--- config.mk ---
export PLATFORM = sky130hd
export DESIGN_NAME = fst_cpu
export DESIGN_NICKNAME = d
export VERILOG_FILES = /design/src/rtl/fst_cpu.sv
export SDC_FILE = /design/constraint.sdc
export NUM_CORES = 1
export LEC_CHECK = 0
export BUFFER_PORTS_ARGS = -buffer_cell sky130_fd_sc_hd__buf_2
export CAP_MARGIN = 20
export CORE_ASPECT_RATIO = 1.1
export CORE_MARGIN = 2
export CORE_UTILIZATION = 55
export CTS_BUF_LIST = sky130_fd_sc_hd__clkbuf_4
export CTS_CLUSTER_DIAMETER = 50
export CTS_CLUSTER_SIZE = 28
export DETAILED_ROUTE_END_ITERATION = 6
export GPL_ROUTABILITY_DRIVEN = 1
export PLACE_DENSITY = 0.85
export SKIP_CTS_REPAIR_TIMING = 1
export SLEW_MARGIN = 20
export SYNTH_ARGS = -nofsm -noshare
export SYNTH_HDL_FRONTEND = slang
export SYNTH_SLANG_ARGS = --single-unit
--- constraint.sdc ---
create_clock -name clk -period 10.2 [get_ports clk]
set_input_delay 0 -clock clk [delete_from_list [all_inputs] [get_ports clk]]
set_output_delay 0 -clock clk [all_outputs]
set_load 0.01 [all_outputs]
--- src/rtl/fst_cpu.sv ---
// Single-cycle 16-bit SIMPLE processor core: fetch, decode, execute and writeback
// all complete in one clock, with a RUN/HALT state that freezes every register once HLT executes.
module fst_cpu (
    input  logic        clk,
    input  logic        reset,
    output logic [15:0] inst_mem_adr,
    input  logic [15:0] inst,
    output logic [15:0] main_mem_read_adr,
    input  logic [15:0] main_mem_dat,
    output logic        main_mem_write,
    output logic [15:0] main_mem_write_adr,
    output logic [15:0] main_mem_write_dat,
    input  logic [15:0] in_dat,
    output logic        out_en,
    output logic [15:0] out_dat,
    output logic        is_halt
);

    typedef enum logic {
        ST_RUN  = 1'b0,
        ST_HALT = 1'b1
    } run_state_e;

    localparam logic [3:0] OP_ADD = 4'b0000;
    localparam logic [3:0] OP_SUB = 4'b0001;
    localparam logic [3:0] OP_AND = 4'b0010;
    localparam logic [3:0] OP_OR  = 4'b0011;
    localparam logic [3:0] OP_XOR = 4'b0100;
    localparam logic [3:0] OP_CMP = 4'b0101;
    localparam logic [3:0] OP_MOV = 4'b0110;
    localparam logic [3:0] OP_SLL = 4'b1000;
    localparam logic [3:0] OP_SLR = 4'b1001;
    localparam logic [3:0] OP_SRL = 4'b1010;
    localparam logic [3:0] OP_SRA = 4'b1011;
    localparam logic [3:0] OP_IN  = 4'b1100;
    localparam logic [3:0] OP_OUT = 4'b1101;
    localparam logic [3:0] OP_HLT = 4'b1111;

    localparam logic [1:0] CLS_LD  = 2'b00;
    localparam logic [1:0] CLS_ST  = 2'b01;
    localparam logic [1:0] CLS_IMM = 2'b10;
    localparam logic [1:0] CLS_ALU = 2'b11;

    // Architectural state
    run_state_e  state_q, state_d;
    logic [15:0] pc_q, pc_d;
    logic [15:0] rf_q [0:7];
    logic        flag_s_q, flag_z_q, flag_c_q, flag_v_q;
    logic        flag_s_d, flag_z_d, flag_c_d, flag_v_d;
    logic        out_en_q, out_en_d;
    logic [15:0] out_dat_q, out_dat_d;

    // Register-file write port
    logic        rf_we;
    logic [2:0]  rf_waddr;
    logic [15:0] rf_wdata;

    // Instruction fields
    logic [1:0]  cls;
    logic [2:0]  fa;
    logic [2:0]  fb;
    logic [3:0]  op3;
    logic [3:0]  sh;
    logic [7:0]  d8;
    logic [15:0] imm;

    assign cls = inst[15:14];
    assign fa  = inst[13:11];
    assign fb  = inst[10:8];
    assign op3 = inst[7:4];
    assign sh  = inst[3:0];
    assign d8  = inst[7:0];
    assign imm = {{8{d8[7]}}, d8};

    // Operand and address datapath
    logic [15:0] rs_val, rd_val, mem_adr, pc_inc, br_target;

    assign rs_val    = rf_q[fa];
    assign rd_val    = rf_q[fb];
    assign mem_adr   = rd_val + imm;
    assign pc_inc    = pc_q + 16'd1;
    assign br_target = pc_inc + imm;

    // Shifters are one bit wider so the last bit moved out lands in the extra bit.
    logic [16:0] add_w, sll_w, srl_w, sra_w;
    logic [15:0] sub_w, rol_w;
    logic [4:0]  rol_back;

    assign add_w    = {1'b0, rd_val} + {1'b0, rs_val};
    assign sub_w    = rd_val - rs_val;
    assign sll_w    = {1'b0, rd_val} << sh;
    assign srl_w    = {rd_val, 1'b0} >> sh;
    assign sra_w    = $signed({rd_val, 1'b0}) >>> sh;
    assign rol_back = 5'd16 - {1'b0, sh};
    assign rol_w    = (rd_val << sh) | (rd_val >> rol_back);

    logic [15:0] alu_res;
    logic        alu_c, alu_v;
    logic        alu_flags_we, alu_res_we;

    always_comb begin
        alu_res      = 16'h0000;
        alu_c        = 1'b0;
        alu_v        = 1'b0;
        alu_flags_we = 1'b1;
        alu_res_we   = 1'b1;
        unique case (op3)
            OP_ADD: begin
                alu_res = add_w[15:0];
                alu_c   = add_w[16];
                alu_v   = (rd_val[15] == rs_val[15]) && (add_w[15] != rd_val[15]);
            end
            OP_SUB, OP_CMP: begin
                alu_res    = sub_w;
                alu_c      = rd_val < rs_val;
                alu_v      = (rd_val[15] != rs_val[15]) && (sub_w[15] != rd_val[15]);
                alu_res_we = (op3 == OP_SUB);
            end
            OP_AND: alu_res = rd_val & rs_val;
            OP_OR:  alu_res = rd_val | rs_val;
            OP_XOR: alu_res = rd_val ^ rs_val;
            OP_MOV: alu_res = rs_val;
            OP_SLL: begin
                alu_res = sll_w[15:0];
                alu_c   = sll_w[16];
            end
            OP_SLR: begin
                alu_res = rol_w;
                alu_c   = (sh != 4'd0) && rol_w[0];
            end
            OP_SRL: begin
                alu_res = srl_w[16:1];
                alu_c   = srl_w[0];
            end
            OP_SRA: begin
                alu_res = sra_w[16:1];
                alu_c   = sra_w[0];
            end
            default: begin
                alu_flags_we = 1'b0;
                alu_res_we   = 1'b0;
            end
        endcase
    end

    logic br_cond;

    always_comb begin
        br_cond = 1'b0;
        unique case (fb)
            3'b000:  br_cond = flag_z_q;
            3'b001:  br_cond = flag_s_q ^ flag_v_q;
            3'b010:  br_cond = flag_z_q | (flag_s_q ^ flag_v_q);
            3'b011:  br_cond = !flag_z_q;
            default: br_cond = 1'b0;
        endcase
    end

    // Next-state: everything holds while halted.
    always_comb begin
        state_d   = state_q;
        pc_d      = pc_q;
        rf_we     = 1'b0;
        rf_waddr  = fb;
        rf_wdata  = alu_res;
        flag_s_d  = flag_s_q;
        flag_z_d  = flag_z_q;
        flag_c_d  = flag_c_q;
        flag_v_d  = flag_v_q;
        out_en_d  = 1'b0;
        out_dat_d = out_dat_q;

        if (state_q == ST_RUN) begin
            pc_d = pc_inc;
            unique case (cls)
                CLS_LD: begin
                    rf_we    = 1'b1;
                    rf_waddr = fa;
                    rf_wdata = main_mem_dat;
                end
                CLS_ST: begin
                    rf_we = 1'b0;
                end
                CLS_IMM: begin
                    if (fa == 3'b000) begin
                        rf_we    = 1'b1;
                        rf_wdata = imm;
                    end else if (fa == 3'b100) begin
                        pc_d = br_target;
                    end else if (fa == 3'b111 && br_cond) begin
                        pc_d = br_target;
                    end
                end
                CLS_ALU: begin
                    rf_we = alu_res_we;
                    if (alu_flags_we) begin
                        flag_s_d = alu_res[15];
                        flag_z_d = (alu_res == 16'h0000);
                        flag_c_d = alu_c;
                        flag_v_d = alu_v;
                    end
                    if (op3 == OP_IN) begin
                        rf_we    = 1'b1;
                        rf_wdata = in_dat;
                    end
                    if (op3 == OP_OUT) begin
                        out_en_d  = 1'b1;
                        out_dat_d = rs_val;
                    end
                    if (op3 == OP_HLT) begin
                        state_d = ST_HALT;
                        pc_d    = pc_q;
                    end
                end
                default: rf_we = 1'b0;
            endcase
        end
    end

    always_ff @(posedge clk or negedge reset) begin
        if (!reset) begin
            state_q   <= ST_RUN;
            pc_q      <= 16'h0000;
            flag_s_q  <= 1'b0;
            flag_z_q  <= 1'b0;
            flag_c_q  <= 1'b0;
            flag_v_q  <= 1'b0;
            out_en_q  <= 1'b0;
            out_dat_q <= 16'h0000;
        end else begin
            state_q   <= state_d;
            pc_q      <= pc_d;
            flag_s_q  <= flag_s_d;
            flag_z_q  <= flag_z_d;
            flag_c_q  <= flag_c_d;
            flag_v_q  <= flag_v_d;
            out_en_q  <= out_en_d;
            out_dat_q <= out_dat_d;
        end
    end

    always_ff @(posedge clk or negedge reset) begin
        if (!reset) begin
            for (int i = 0; i < 8; i++) begin
                rf_q[i] <= 16'h0000;
            end
        end else if (rf_we) begin
            rf_q[rf_waddr] <= rf_wdata;
        end
    end

    // The store strobe is combinational so an asserted reset kills it within the cycle.
    assign main_mem_write     = (cls == CLS_ST) && (state_q == ST_RUN) && reset;
    assign main_mem_write_adr = mem_adr;
    assign main_mem_write_dat = rs_val;
    assign main_mem_read_adr  = mem_adr;
    assign inst_mem_adr       = pc_q;
    assign out_en             = out_en_q;
    assign out_dat            = out_dat_q;
    assign is_halt            = (state_q == ST_HALT);

endmodule

; Word level (Yosys, flattened, before mapping)
; Cells that the tools add are included.
[op_classes]
order_cmp = 4
shift = 5
addsub = 6
reduce_logical = 18
eq_ne = 26
n_mux = 35
bitwise_logic = 10
[ops]
columns = op, count
row1 = two-way mux 16 bit, 12
row2 = one-hot mux 16 bit (10 select lines), 1
row3 = bitwise mux 128 bit, 1
row4 = binary-select mux 16 bit (select 3 bit), 2
row5 = adder 16 bit, 3
row6 = demux 16 bit (select 3 bit), 1
row7 = one-hot mux 16 bit (3 select lines), 1
row8 = bitwise OR 16 bit, 2
row9 = one-hot mux 16 bit (2 select lines), 1
row10 = << shifter 16 x 4 -> 16 bit, 2
row11 = "== test 4 bit, second input constant", 7
row12 = >> shifter 17 x 4 -> 17 bit, 1
row13 = >>> shifter 17 x 4 -> 17 bit, 1
row14 = "adder 16 x 1 -> 16 bit, second input constant", 1
row15 = bitwise AND 16 bit, 1
row16 = logical NOT 16 bit, 1
row17 = >> shifter 16 x 5 -> 16 bit, 1
row18 = subtractor 16 bit, 1
row19 = XOR 16 bit, 1
row20 = "== test 4 x 3 -> 1 bit, second input constant", 3
row21 = "greater-or-equal comparator 4 bit, second input constant", 3
row22 = NOT 3 -> 4 bit, 3
row23 = OR reduction 11 bit, 1
row24 = two-way mux 1 bit, 10
row25 = other kinds (27), 43
[totals]
word_cells = 119
regBits = 165
out_inout_bits = 83

; Logic depth before layout (Yosys ltp)
[depth]
word_depth = 11
mapped_depth = 21
depth_no_buf = 17

; Worst setup path after synthesis
; No wires, ideal clock.
[synth_timing]
path_type = input -> register
startpoint = input port inst[10]
endpoint = register rf_q[108] in the netlist's numbering
path_buffers = 3
slack_ns = 5.984
t_arrival_ns = 4.062
path_stages = 18
required_time_ns = 10.047
setup_ns = 0.153
path_cell_list = buf_2 buf_2 buf_2 mux2_2 o32ai_1 a221o_1 inv_1 ha_1 fa_1 a211oi_1 o21ai_0 a41oi_1 o311a_1 a32oi_1 nor4_2 o21ai_1 a222oi_1 o21ai_1
[synth_via]
elab_chain_len = 11
elab_cells_between_ends = 29
cone_classes = 2 x add/sub / 2 x order compare / 5 x shift / 13 x mux / 6 x bitwise / 1 x reduce/logical
[synth_rtl]
columns = item, line_no
row1 = from (decl), 7  ; input logic [15:0] inst,
row2 = branches (longest 10 deep; another with subtractor 16 bit), --
row3 = bitwise mux 128 bit *, 248  ; rf_q[rf_waddr] <= rf_wdata;
row4 = "to (signal, indexed assignment)", 248
row5 = to (decl), 47  ; logic [15:0] rf_q [0:7];
; Every way passes the cells marked *. The select of a mux whose other input is x is not followed.
; A chain may end at the register's enable or synchronous reset.

; Final worst setup path
[layout_timing]
startpoint = register rf_q[16] in the netlist's numbering
endpoint = register rf_q[122] in the netlist's numbering
[layout_via]
elab_chain_len = 10
elab_cells_between_ends = 20
cone_classes = 2 x add/sub / 5 x shift / 12 x mux / 1 x bitwise
[layout_rtl]
columns = item, line_no
row1 = branches (longest 5 deep; another with subtractor 16 bit), --
row2 = one-hot mux 16 bit (10 select lines) *, 107  ; unique case (op3)
row3 = "two-way mux 16 bit, on equally long branches", "202, 185"
row4 = one-hot mux 16 bit (3 select lines), 175  ; unique case (cls)
row5 = two-way mux 16 bit *, 173  ; if (state_q == ST_RUN) begin
row6 = bitwise mux 128 bit *, 248
; Marks and branches as above.

==> out/metrics.cfg <==
[die]
dieArea_sq_um = 30300
die_y_um = 182
start_util = 0.557
row_count = 65
core_sq_um = 28500
io-pin-count = 133
die_x_um = 166

[clocking]
clk_latency_ns = 0.62
cts_made_buffers = 17
clk_pin_slew_worst_paths_ns = 0.16
clockBufferDepth = 2
tritoncts = yes
cts_root_buf = clkbuf_4
cts_max_level = 4
numClockSinks = 165

[yosys]
synth.ff_latch_count = 165
ys_seq_area_frac = 0.260
ys_types = 90
synth_edf_count = 0
synth_area_per_cell_sq_um = 8.47
synth_cells = 1875
synth_warnings = 0
async_flop_share = 1.00
synth_flop_cell = dfrtp_1
syn_nets = 2011
synth.cell_area_sq_um = 15900

[power]
powerDensity_nw_per_um2 = 285
leakage_nw = 7.39
power_mw = 4.84
ir_drop_mv = 0.170

[timing]
setup_tns_ns = 0
min_period_ns = 5.79
fmax_mhz = 173
holdWs_ns = 0.0201
slew_headroom = 0.246
setup_violations = 0
hold_violations = 0
slew_viol_final = 0
fin_ws_ns = 4.41
tightest_slew_ns = 1.13
rsz0062_at_grt = no
worst_clock_skew_ns = 0.0415
min_period_over_period = 0.568

[run]
maxCapViolCount = 0

[routing]
top_layer_used = met5
wl_met3_mm = 7.29
wl_mm = 62.6
num_vias = 16500
drtAntennaViolNets = 0
dr_wl_met2_mm = 27.7
avgRoutedWirePerCell_um = 27.2
drt-initial-drc-count = 2640
drc = 8
drtPass1Iterations = 7
wl_met1_mm = 22.5
vias_per_cell = 7.18

[setup_path]
cp_max_fo = 8
worstSetupPathType = flip-flop to flip-flop
cp.required_ns = 10.67
cp-end-kind = flip-flop
cp-start-kind = flip-flop
crit_arrival_ns = 6.26

[grt]
grt_pass1_vias = 15600
antenna_found_initial = 4
grt_use_total = 0.402
grt_overflow_total = 0
grt_max_degree = 85
grt_first_pass_wirelength_mm = 93.7

[placed_design]
dpl_worst_slack_ns = 4.53
dp_hpwl_mm = 44.5
placed_area_sq_um = 16600
port-buffer-count = 132
gp_congestion = 1.06

[status]
violations = DRC
status = finished, violations left

[cells_and_area]
fin_area_sq_um = 17000
drive_above_1_share = 0.191
area_growth_pct = 6.70
nets = 2054
nFillCells = 2506

[worst_hold_path]
hp-class = input port to flip-flop

-- worst max-delay path, cell delays in order (launching register included) --
cell and delay, ns:
dfrtp_1 0.43, mux2_2 0.27, o22ai_1 0.14, a221o_1 0.47, inv_1 0.19, ha_1 0.28
fa_1 0.42, a211oi_1 0.36, o21ai_0 0.21, a41oi_1 0.41, mux2i_1 0.13, nor3_1 0.32
nand4_1 0.19, or4_1 0.63, a21oi_1 0.47, dlygate4sd3_1 0.66, o21ai_0 0.09
-- where the power goes --
part           internal, mW  switching, mW  leakage (nW)
clock network         0.126          0.271         0.138
registers             0.934          0.257          2.07
logic                  1.27           1.98          5.19
-- cell type report --
cell class,instances,area [sq um],share of cell area
Multi-Input combinational cell,1489,10800,0.638
Sequential cell,165,4130,0.244
Timing Repair Buffer,176,1020,0.0604
Tap cell,368,460,0.0272
Inverter,69,259,0.0153
Clock buffer,18,135,0.00797
Clock inverter,14,124,0.00731
Antenna cell,3,7.51,0.000443
-- cell usage in the layout, fill, tap and decap left out, types with 22 or more instances in the layout --
cell type    n
a21o_1      23
nor2_1     154
nor2b_1     22
o21ai_0    147
mux4_2      60
ha_1        82
nand2_1    204
buf_2      131
mux2i_1     42
nand3_1     44
a211oi_1    26
xnor2_1     28
nor3_1      46
buf_4       32
inv_1       59
dfrtp_1    165
mux2_2      69
a21oi_1    131
-- flip-flops by register name, indices dropped and copies added, names as in the netlist --
signal	flops
out_en	1
flag_z_q	1
inst_mem_adr	16
rf_q	128
flag_s_q	1
out_dat	16
flag_v_q	1
is_halt	1
-- cells in the mapped netlist, types with 10 or more instances --
cell,number,area (sq um)
and3_1,15,93.8
nor2_1,154,578
o21ai_0,147,736
nand4_1,11,68.8
a221oi_1,11,96.3
and2_1,17,106
nor2b_1,22,138
mux4_2,60,1350
nor3_1,46,230
nand2_1,206,773
buf_1,20,75.1
mux2i_1,43,430
ha_1,82,1030
o22ai_1,21,131
inv_1,59,221
dfrtp_1,165,4130
mux2_2,69,777
o21ai_1,18,90.1
a211oi_1,26,195
nor4_1,13,81.3
xnor2_1,28,245
o31ai_1,18,135
a31oi_1,14,87.6
nand3_1,44,220
a21o_1,23,173
buf_2,22,110
o32ai_1,12,105
or3_1,11,68.8
or2_2,10,62.6
a22oi_1,13,97.6
o221ai_1,12,105
nand2b_1,13,81.3
o211ai_1,14,105
a21oi_1,131,656
clkbuf_1,86,323
xor2_1,17,149
buf_4,19,143
-- per-layer routing --
layer,up-vias,global-route usage
met5,-,0
met4,2,0.267
met3,370,0.109
met2,1225,0.631
met1,7874,0.488
li1,7054,-
-- cell families (layout without fill, tap and decap cells) --
group                      after synthesis  after routing  share of synthesized area
xor gates and xnor gates                45             45                     0.0248
buffers and inverters                  221            277                     0.0608
DFF                                    165            165                      0.260
adders and majority gates               86             86                     0.0696
other                                    0              3                          0
AOI/OAI and AO/OA                      570            570                      0.234
muxes                                  179            179                      0.169
and+or+nand+nor                        609            609                      0.182
-- metrics by stage --
step            util  instances
2_1_floorplan      -       1875
3_3_place_gp   0.581       2256
3_5_place_dp   0.581       2256
4_1_cts        0.590       2288
5_1_grt        0.594       2300
6_report       0.594       2302
-- final timing paths --
check	start	end	slack [ns]	depth (start not counted)
max	rf_q[16]$_DFFE_PN0P_	rf_q[122]$_DFFE_PN0P_	4.41	16
min in group asynchronous	reset	is_halt$_DFF_PN0_	0.03	2
min reg2reg	inst_mem_adr[15]$_DFFE_PN0P_	inst_mem_adr[15]$_DFFE_PN0P_	0.48	1
max in group asynchronous	reset	rf_q[85]$_DFFE_PN0P_	8.90	3
max reg2reg	rf_q[16]$_DFFE_PN0P_	rf_q[122]$_DFFE_PN0P_	4.41	16
min	in_dat[11]	rf_q[11]$_DFFE_PN0P_	0.02	5
(Power assumes the default switching activity.)
